==> config.mk <==
export PLATFORM = sky130hd
export DESIGN_NAME = vram_arbiter
export DESIGN_NICKNAME = d
export VERILOG_FILES = /design/src/rtl/vram_arbiter.sv
export SDC_FILE = /design/constraint.sdc
export NUM_CORES = 1
export LEC_CHECK = 0
export BUFFER_PORTS_ARGS = -buffer_cell sky130_fd_sc_hd__buf_4
export CAP_MARGIN = 10
export CORE_ASPECT_RATIO = 0.7
export CORE_MARGIN = 2
export CORE_UTILIZATION = 45
export CTS_BUF_LIST = sky130_fd_sc_hd__clkbuf_4
export DETAILED_ROUTE_END_ITERATION = 6
export HOLD_SLACK_MARGIN = 0.08
export PLACE_DENSITY = 0.77
export SLEW_MARGIN = 20
export SYNTH_ARGS = -nofsm -noshare
export SYNTH_HDL_FRONTEND = slang
export SYNTH_SLANG_ARGS = --single-unit
==> constraint.sdc <==
create_clock -name clk -period 8.1 [get_ports clk]
set_clock_uncertainty 0.15 [all_clocks]
set_input_delay 1.62 -clock clk [delete_from_list [all_inputs] [get_ports clk]]
set_output_delay 1.62 -clock clk [all_outputs]
set_load 0.005 [all_outputs]
==> src/rtl/vram_arbiter.sv <==
// Shares one synchronous-read VRAM between display line prefetch (priority) and a CPU req/ack port.
// Optional build macro VRAM_ARB_STATS_EN adds the cpu_stall_count output.
module vram_arbiter #(
  parameter int ADDR_WIDTH    = 16,
  parameter int DATA_WIDTH    = 16,
  parameter int HCOUNT_WIDTH  = 10,
  parameter int VCOUNT_WIDTH  = 10,
  parameter int LINE_WORDS    = 80,
  parameter int LB_ADDR_WIDTH = 8,
  parameter int TRIGGER_H     = 784,
  parameter int V_FIRST       = 35,
  parameter int V_LAST        = 515,
  parameter int V_TOTAL       = 525
) (
  input  logic                     clk,
  input  logic                     reset,
  input  logic [HCOUNT_WIDTH-1:0]  h_pos,
  input  logic [VCOUNT_WIDTH-1:0]  v_pos,
  input  logic                     vblank,
  input  logic [ADDR_WIDTH-1:0]    frame_base,
  input  logic                     cpu_req,
  input  logic                     cpu_wr,
  input  logic [ADDR_WIDTH-1:0]    cpu_addr,
  input  logic [DATA_WIDTH-1:0]    cpu_wdata,
  output logic                     cpu_ack,
  output logic [DATA_WIDTH-1:0]    cpu_rdata,
  output logic                     mem_en,
  output logic                     mem_wr,
  output logic [ADDR_WIDTH-1:0]    mem_addr,
  output logic [DATA_WIDTH-1:0]    mem_wdata,
  input  logic [DATA_WIDTH-1:0]    mem_rdata,
  output logic                     lb_we,
  output logic [LB_ADDR_WIDTH-1:0] lb_addr,
  output logic [DATA_WIDTH-1:0]    lb_wdata,
  output logic                     fetch_overrun
`ifdef VRAM_ARB_STATS_EN
  ,
  output logic [15:0]              cpu_stall_count
`endif
);

  localparam int IDX_W = LB_ADDR_WIDTH - 1;
  localparam int CNT_W = $clog2(LINE_WORDS + 1);

  typedef enum logic [1:0] {S_IDLE, S_CPU_ISSUE, S_CPU_DONE, S_FETCH} state_t;

  state_t                   r_state, w_state_next;
  logic [CNT_W-1:0]         r_cnt, w_cnt_next, w_cnt_inc, w_cnt_dec;
  logic                     r_pending, w_pending_next;
  logic [ADDR_WIDTH-1:0]    r_start, w_start_next;
  logic [ADDR_WIDTH-1:0]    r_base, w_base_next;
  logic                     r_bank, w_bank_next;
  logic                     r_overrun, w_overrun_next;
  logic                     r_cpu_ack, w_cpu_ack_next;
  logic [DATA_WIDTH-1:0]    r_cpu_rdata, w_cpu_rdata_next;
  logic                     r_mem_en, w_mem_en_next;
  logic                     r_mem_wr, w_mem_wr_next;
  logic [ADDR_WIDTH-1:0]    r_mem_addr, w_mem_addr_next;
  logic [DATA_WIDTH-1:0]    r_mem_wdata, w_mem_wdata_next;
  logic                     r_lb_we, w_lb_we_next;
  logic [LB_ADDR_WIDTH-1:0] r_lb_addr, w_lb_addr_next;
  logic [DATA_WIDTH-1:0]    r_lb_wdata, w_lb_wdata_next;

  logic [VCOUNT_WIDTH:0]    w_v_inc;
  logic [VCOUNT_WIDTH-1:0]  w_v_next;
  logic [VCOUNT_WIDTH-1:0]  w_line;
  logic                     w_trigger;
  logic [ADDR_WIDTH-1:0]    w_line_base;
  logic [ADDR_WIDTH-1:0]    w_line_start;

  // The trigger looks one line ahead: it fetches the line about to become visible.
  assign w_v_inc   = {1'b0, v_pos} + 1'b1;
  assign w_v_next  = (w_v_inc == (VCOUNT_WIDTH+1)'(V_TOTAL)) ? '0 : w_v_inc[VCOUNT_WIDTH-1:0];
  assign w_trigger = (h_pos == HCOUNT_WIDTH'(TRIGGER_H)) &&
                     (w_v_next >= VCOUNT_WIDTH'(V_FIRST)) &&
                     (w_v_next <  VCOUNT_WIDTH'(V_LAST));
  assign w_line    = w_v_next - VCOUNT_WIDTH'(V_FIRST);
  // Line 0 uses the frame_base being latched in this very cycle.
  assign w_line_base  = (w_line == '0) ? frame_base : r_base;
  assign w_line_start = w_line_base + ADDR_WIDTH'(32'(w_line) * LINE_WORDS);

  assign w_cnt_inc = r_cnt + 1'b1;
  assign w_cnt_dec = r_cnt - 1'b1;

  always_comb begin
    w_state_next     = r_state;
    w_cnt_next       = r_cnt;
    w_pending_next   = r_pending;
    w_start_next     = r_start;
    w_bank_next      = r_bank;
    w_base_next      = r_base;
    w_overrun_next   = r_overrun;
    w_cpu_ack_next   = 1'b0;
    w_cpu_rdata_next = r_cpu_rdata;
    w_mem_en_next    = 1'b0;
    w_mem_wr_next    = 1'b0;
    w_mem_addr_next  = r_mem_addr;
    w_mem_wdata_next = r_mem_wdata;
    w_lb_we_next     = 1'b0;
    w_lb_addr_next   = r_lb_addr;
    w_lb_wdata_next  = r_lb_wdata;

    if (w_trigger) begin
      if (r_state == S_FETCH || r_pending) begin
        w_overrun_next = 1'b1;
      end else begin
        w_pending_next = 1'b1;
        w_start_next   = w_line_start;
        w_bank_next    = w_line[0];
        if (w_line == '0) w_base_next = frame_base;
      end
    end

    unique case (r_state)
      S_IDLE: begin
        if (r_pending) begin
          w_state_next    = S_FETCH;
          w_pending_next  = 1'b0;
          w_cnt_next      = '0;
          w_mem_en_next   = 1'b1;
          w_mem_addr_next = r_start;
        // r_cpu_ack blocks a re-grant while the requester is still seeing its ack.
        end else if (cpu_req && !r_cpu_ack && !w_trigger) begin
          w_state_next     = S_CPU_ISSUE;
          w_mem_en_next    = 1'b1;
          w_mem_wr_next    = cpu_wr;
          w_mem_addr_next  = cpu_addr;
          w_mem_wdata_next = cpu_wdata;
        end
      end
      S_CPU_ISSUE: begin
        w_state_next = S_CPU_DONE;
      end
      S_CPU_DONE: begin
        w_state_next   = S_IDLE;
        w_cpu_ack_next = 1'b1;
        if (!cpu_wr) w_cpu_rdata_next = mem_rdata;
      end
      S_FETCH: begin
        // Read r_cnt is on the bus now; read r_cnt-1 returns its data this cycle.
        if (r_cnt < CNT_W'(LINE_WORDS - 1)) begin
          w_mem_en_next   = 1'b1;
          w_mem_addr_next = r_start + ADDR_WIDTH'(w_cnt_inc);
        end
        if (r_cnt != '0) begin
          w_lb_we_next    = 1'b1;
          w_lb_addr_next  = {r_bank, IDX_W'(w_cnt_dec)};
          w_lb_wdata_next = mem_rdata;
        end
        if (r_cnt == CNT_W'(LINE_WORDS)) w_state_next = S_IDLE;
        w_cnt_next = w_cnt_inc;
      end
      default: w_state_next = S_IDLE;
    endcase
  end

  always_ff @(posedge clk) begin
    if (reset) begin
      r_state     <= S_IDLE;
      r_cnt       <= '0;
      r_pending   <= 1'b0;
      r_start     <= '0;
      r_bank      <= 1'b0;
      r_base      <= '0;
      r_overrun   <= 1'b0;
      r_cpu_ack   <= 1'b0;
      r_cpu_rdata <= '0;
      r_mem_en    <= 1'b0;
      r_mem_wr    <= 1'b0;
      r_mem_addr  <= '0;
      r_mem_wdata <= '0;
      r_lb_we     <= 1'b0;
      r_lb_addr   <= '0;
      r_lb_wdata  <= '0;
    end else begin
      r_state     <= w_state_next;
      r_cnt       <= w_cnt_next;
      r_pending   <= w_pending_next;
      r_start     <= w_start_next;
      r_bank      <= w_bank_next;
      r_base      <= w_base_next;
      r_overrun   <= w_overrun_next;
      r_cpu_ack   <= w_cpu_ack_next;
      r_cpu_rdata <= w_cpu_rdata_next;
      r_mem_en    <= w_mem_en_next;
      r_mem_wr    <= w_mem_wr_next;
      r_mem_addr  <= w_mem_addr_next;
      r_mem_wdata <= w_mem_wdata_next;
      r_lb_we     <= w_lb_we_next;
      r_lb_addr   <= w_lb_addr_next;
      r_lb_wdata  <= w_lb_wdata_next;
    end
  end

  assign cpu_ack       = r_cpu_ack;
  assign cpu_rdata     = r_cpu_rdata;
  assign mem_en        = r_mem_en;
  assign mem_wr        = r_mem_wr;
  assign mem_addr      = r_mem_addr;
  assign mem_wdata     = r_mem_wdata;
  assign lb_we         = r_lb_we;
  assign lb_addr       = r_lb_addr;
  assign lb_wdata      = r_lb_wdata;
  assign fetch_overrun = r_overrun;

`ifdef VRAM_ARB_STATS_EN
  logic [15:0] r_stall_count;
  logic        r_vblank_d;

  // Counts cycles a pending CPU request waits; restarts at each vblank rising edge.
  always_ff @(posedge clk) begin
    if (reset) begin
      r_stall_count <= '0;
      r_vblank_d    <= 1'b0;
    end else begin
      r_vblank_d <= vblank;
      if (vblank && !r_vblank_d) begin
        r_stall_count <= '0;
      end else if (cpu_req && (r_state == S_IDLE || r_state == S_FETCH) &&
                   (r_stall_count != 16'hFFFF)) begin
        r_stall_count <= r_stall_count + 16'd1;
      end
    end
  end

  assign cpu_stall_count = r_stall_count;
`else
  logic w_unused_vblank;
  assign w_unused_vblank = vblank;
`endif

endmodule
==> impl_summary.md <==
Route
For this run, the detailed router's first-pass iteration total came to 7. Summed over all layers, the routed wires come to between 15 and 20 mm. For this run, design rule violations remaining after detail routing come to 4. The average wire per standard cell is 15.0 um.

Across all layers, the routed design uses around 6,400 vias. The initial DRC count is 514. The count of nets left with antenna violations once routing finished came out at 0. The via-per-instance ratio is about 5.4.

Logic synthesis
Sorting the synthesized cells by area gives the leading types as dfxtp_1, ha_1, nand2_1, a21oi_1, mux2i_1. The most used flip-flop cell after synthesis is dfxtp_1. The top cell type's share of synthesized area is between 30% and 40%. Summing the sequential cell areas from Yosys gives between 30% and 40% of the chip area.

The biggest area contributor in the post-synthesis netlist is dfxtp_1. The area of the mapped netlist is slightly below 0.007 sq mm. The synthesized net count is between 900 and 1,000. The cell count after synthesis came out at roughly 850. Counting flops with an async set or reset pin after synthesis yields a share of 0%. The number of warnings issued by yosys is 0. Yosys mapped a number of flops with a built-in enable equal to 0. The synthesized design contains about 120 register bits. The post-synthesis average cell area is just over 8 sq um.

Counting distinct cell types in the post-synthesis netlist gives 64.

STA
The total setup violations reported at the end of the flow is 0. The final number of hold-violating endpoints was 0. Final hold analysis gives a worst-case slack of 309 ps. Setup repair after global routing left no endpoint under its margin. Setup slack on the critical path of the routed design comes to ~1100 ps.

The post-route setup TNS is 0 ps. The worst path needs 6950 ps of the cycle, external delays included. The fmax is around 0.14 GHz. At the pin with the least slew margin, the transition time is 1010 ps.

The final critical-path share of the clock period is 85.8%. The worst pin sits at a relative slew slack of around 33%. The count of final max-slew check failures came to 0.

Finish
The number of nets in the finished design is between 1,000 and 1,500. The antenna diode instance count is 0. Registers take 0.00232 sq mm. Summing all multi-input logic gate instances after layout gives 0.00415 sq mm. Once layout is complete, the utilization of the core stands at ~56%. The final instance count without filler cells is 1,188.

The share of final-layout standard cells stronger than drive strength 1 is a little under a quarter. Compared with the post-synthesis result, the final layout area differs by 21.7%. Fill cells in the final layout number 1,388.

Pwr
The fraction of power consumed by the clock network is about 29%. Dividing total power by cell area gives a power density of about 150 mW/mm^2. Registers are responsible for between 40% and 50% of the overall power.

The internal power summed over all cells is approximately 0.87 mW. Net switching is between 30% and 40% of the power. Summed over all cells, the static leakage comes to approximately 3.5 nW.

The worst voltage drop across the vdd grid is slightly above 0.07 mV. The share of total power in combinational logic is around a quarter. The switching power is 0.412 mW.

Global routing
In this run the most used layer during global routing was met2. The met3 usage in global routing is roughly 6.4%. For this run the aggregate overflow at the end of global routing stands at 0.

The via count of the first global-routing pass came to slightly below 6,000. The first-pass GRT wire length is approximately 28 mm. In the global route stage, met2 resource usage came out at between 30% and 40%. Entering global routing, the biggest net connects 63 pins. Across every metal layer, demand over resource in global routing totals approximately 22%.

The number of antenna violations at the first check in global routing came to 0. The met1 usage in global routing is between 30% and 40%.

Setup path
In this run the worst path has a maximum fanout of 16. The number of buffers and inverters on the critical path is 2. Data on the critical path arrives at its endpoint at 7170 ps. On the critical path the largest part of the delay comes from simple AND/OR/NAND/NOR gates. The total stage count of the critical path is 26. The worst setup path is of the in2reg kind. On the worst path, the slowest cell contributes a delay of about 470 ps.

The worst register-to-register path has a depth of 12. At the worst endpoint, the required time is about 8300 ps. STA classifies the critical path endpoint as a register.

The cell with the largest stage delay on the worst path is nor4_4. The startpoint identified for the worst register-to-register timing path is r_cnt[0]. The most prevalent standard cell on the critical path is ha_1. The endpoint of the worst register-to-register path is mem_addr[10]. The worst setup path is launched from a primary input. The worst register-to-register path has a setup slack of around 4500 ps.

CTS
Buffers inserted during clock tree synthesis total 17. The total number of H-tree levels is 4. Clock-pin slew was measured on the worst setup and hold paths at around 110 ps. The buffer depth of the longest clock path is 2.

The master cell of the clock root buffer is clkbuf_4. At the later pin of the worst-skew pair, clock insertion delay measures roughly 520 ps. The hold-fix buffer count after cts is 0. TritonCTS built the clock tree. The number of clock sinks seen by CTS is 116. The number of buffers inserted by post-CTS setup repair is 0.

The number of cells upsized or downsized after cts is 0.

Placed design
The global placer's final weighted congestion is 0.856. The port buffer count is 164. The cell total after placement is 1,156. After legalization and detailed placement, the total HPWL measured between 10 and 15 mm. Timing analysis after detailed placement gives a worst setup slack of 701 ps.

Die
Once the floorplan was initialized, standard cells occupied 46.3% of the core. The region available for standard cell placement spans 0.0148 sq mm. The die is between 150 and 200 um wide. The floorplan has 37 rows. The area of the die is ~0.016 sq mm. The I/O pin count is 166. The die extent in y is about 110 um.

Job
The max-cap check violation count is 0.

Min path
The min-delay analysis places its worst path in the category reg2reg. The path with the worst hold slack has its endpoint at r_base[13]. Along the worst hold path, the cell count comes to 2. The worst hold path begins at r_base[13].

Outcome
The run finished, with violations left. The checks that failed: design-rule violations.
[worst max-delay path by stage]
stage	startpoint	to	slack [ps]
floorplan	v_pos[0]	r_start[15]	1590
global placement	v_pos[0]	r_start[15]	750
detailed placement	v_pos[0]	r_start[15]	700
CTS	v_pos[0]	r_start[15]	1230
global route	v_pos[0]	r_start[15]	750
finish	v_pos[0]	r_start[15]	1150
[area by class of cell]
cell class,instances,area share (%)
clock buffer,18,1.62
multi-input combinational,647,49.8
tap,195,2.92
sequential,116,27.8
inverter,26,1.17
timing repair buffer,172,15.5
clock inverter,14,1.26
[routing by layer]
metal / wire length (um) / share of wire [%]
met1: 8830 / 50
met2: 7320 / 41
met3: 1500 / 8.4
met4: 173 / 0.97
met5: 0 / 0
[cells in the final DEF (no fill, tap or decap), drive strengths merged, types with 3 or more instances in the layout]
master   instances
a21oi           96
clkinv           9
o31ai            3
a211oi          13
a21o            13
a32oi            3
clkbuf          18
nor2b            9
inv             29
nor2            77
ha              43
mux2            11
xor2            14
or2              3
o21a             3
nor3            12
nand2b          10
nor4             6
dfxtp          116
a31oi            4
o21bai           6
a22oi            5
nand4            4
buf            172
or3              7
and3             4
nand2          132
a211o            3
and4             3
nand3           32
mux2i           37
o21ai           33
xnor2           27
fa               3
o2111ai          5
[power groups by stage]
stage	Combinational [mW]	Sequential, mW	Clock, mW
2_1_floorplan	0.213	0.609	0
6_report	0.317	0.596	0.365
4_1_cts	0.317	0.596	0.371
3_5_place_dp	0.316	0.608	0
5_1_grt	0.355	0.598	0.399
3_3_place_gp	0.309	0.608	0
[tightest hold or removal path, delay by kind of cell, from the launching register on]
kind | cells | cell delay [ps]
compound gates | 1 | 50
flops | 1 | 320
simple gates | 1 | 50
[per-stage QoR]
step	total power, mW	instance area [sq um]
2_1_floorplan	0.822	6860
3_5_place_dp	0.924	8110
5_1_grt	1.35	8350
4_1_cts	1.28	8350
6_report	1.28	8350
3_3_place_gp	0.917	8110
[cell usage after synthesis, drive strengths merged, types with 3 or more instances]
| cell | number |
|---|---|
| o31ai | 3 |
| nor2 | 77 |
| mux2 | 11 |
| and4 | 3 |
| a211o | 3 |
| nor4 | 6 |
| nand2 | 132 |
| o2111ai | 5 |
| o21a | 3 |
| a31oi | 4 |
| ha | 43 |
| nor3 | 12 |
| a32oi | 3 |
| o21bai | 6 |
| nand4 | 4 |
| nand2b | 10 |
| fa | 3 |
| mux2i | 37 |
| a22oi | 5 |
| nand3 | 32 |
| or2 | 3 |
| a21oi | 96 |
| a211oi | 13 |
| xor2 | 14 |
| dfxtp | 116 |
| and3 | 4 |
| a21o | 13 |
| xnor2 | 27 |
| clkbuf | 39 |
| o21ai | 33 |
| or3 | 7 |
| inv | 26 |
| buf | 17 |
| nor2b | 9 |
[registers in the layout, summed over array words and instances (netlist names), 2 cells and up]
| signal | flops |
|---|---|
| r_cnt | 7 |
| r_state | 2 |
| cpu_rdata | 16 |
| r_base | 12 |
| lb_addr | 8 |
| r_start | 16 |
| mem_addr | 16 |
| lb_wdata | 16 |
| mem_wdata | 16 |
[logic make-up (layout without fill, tap and decap cells)]
| kind of cell | count (synthesis) | count (layout) | synth area share [%] |
|---|---|---|---|
| adders and majority gates | 46 | 46 | 8.72 |
| DFF | 116 | 116 | 33.9 |
| muxes | 48 | 48 | 7.21 |
| AOI/OAI and AO/OA | 200 | 200 | 18.0 |
| xor gates and xnor gates | 42 | 42 | 5.56 |
| and+or+nand+nor | 311 | 311 | 21.1 |
| buffers and inverters | 82 | 230 | 5.56 |
Note: power is estimated with default switching activity, not from simulation.
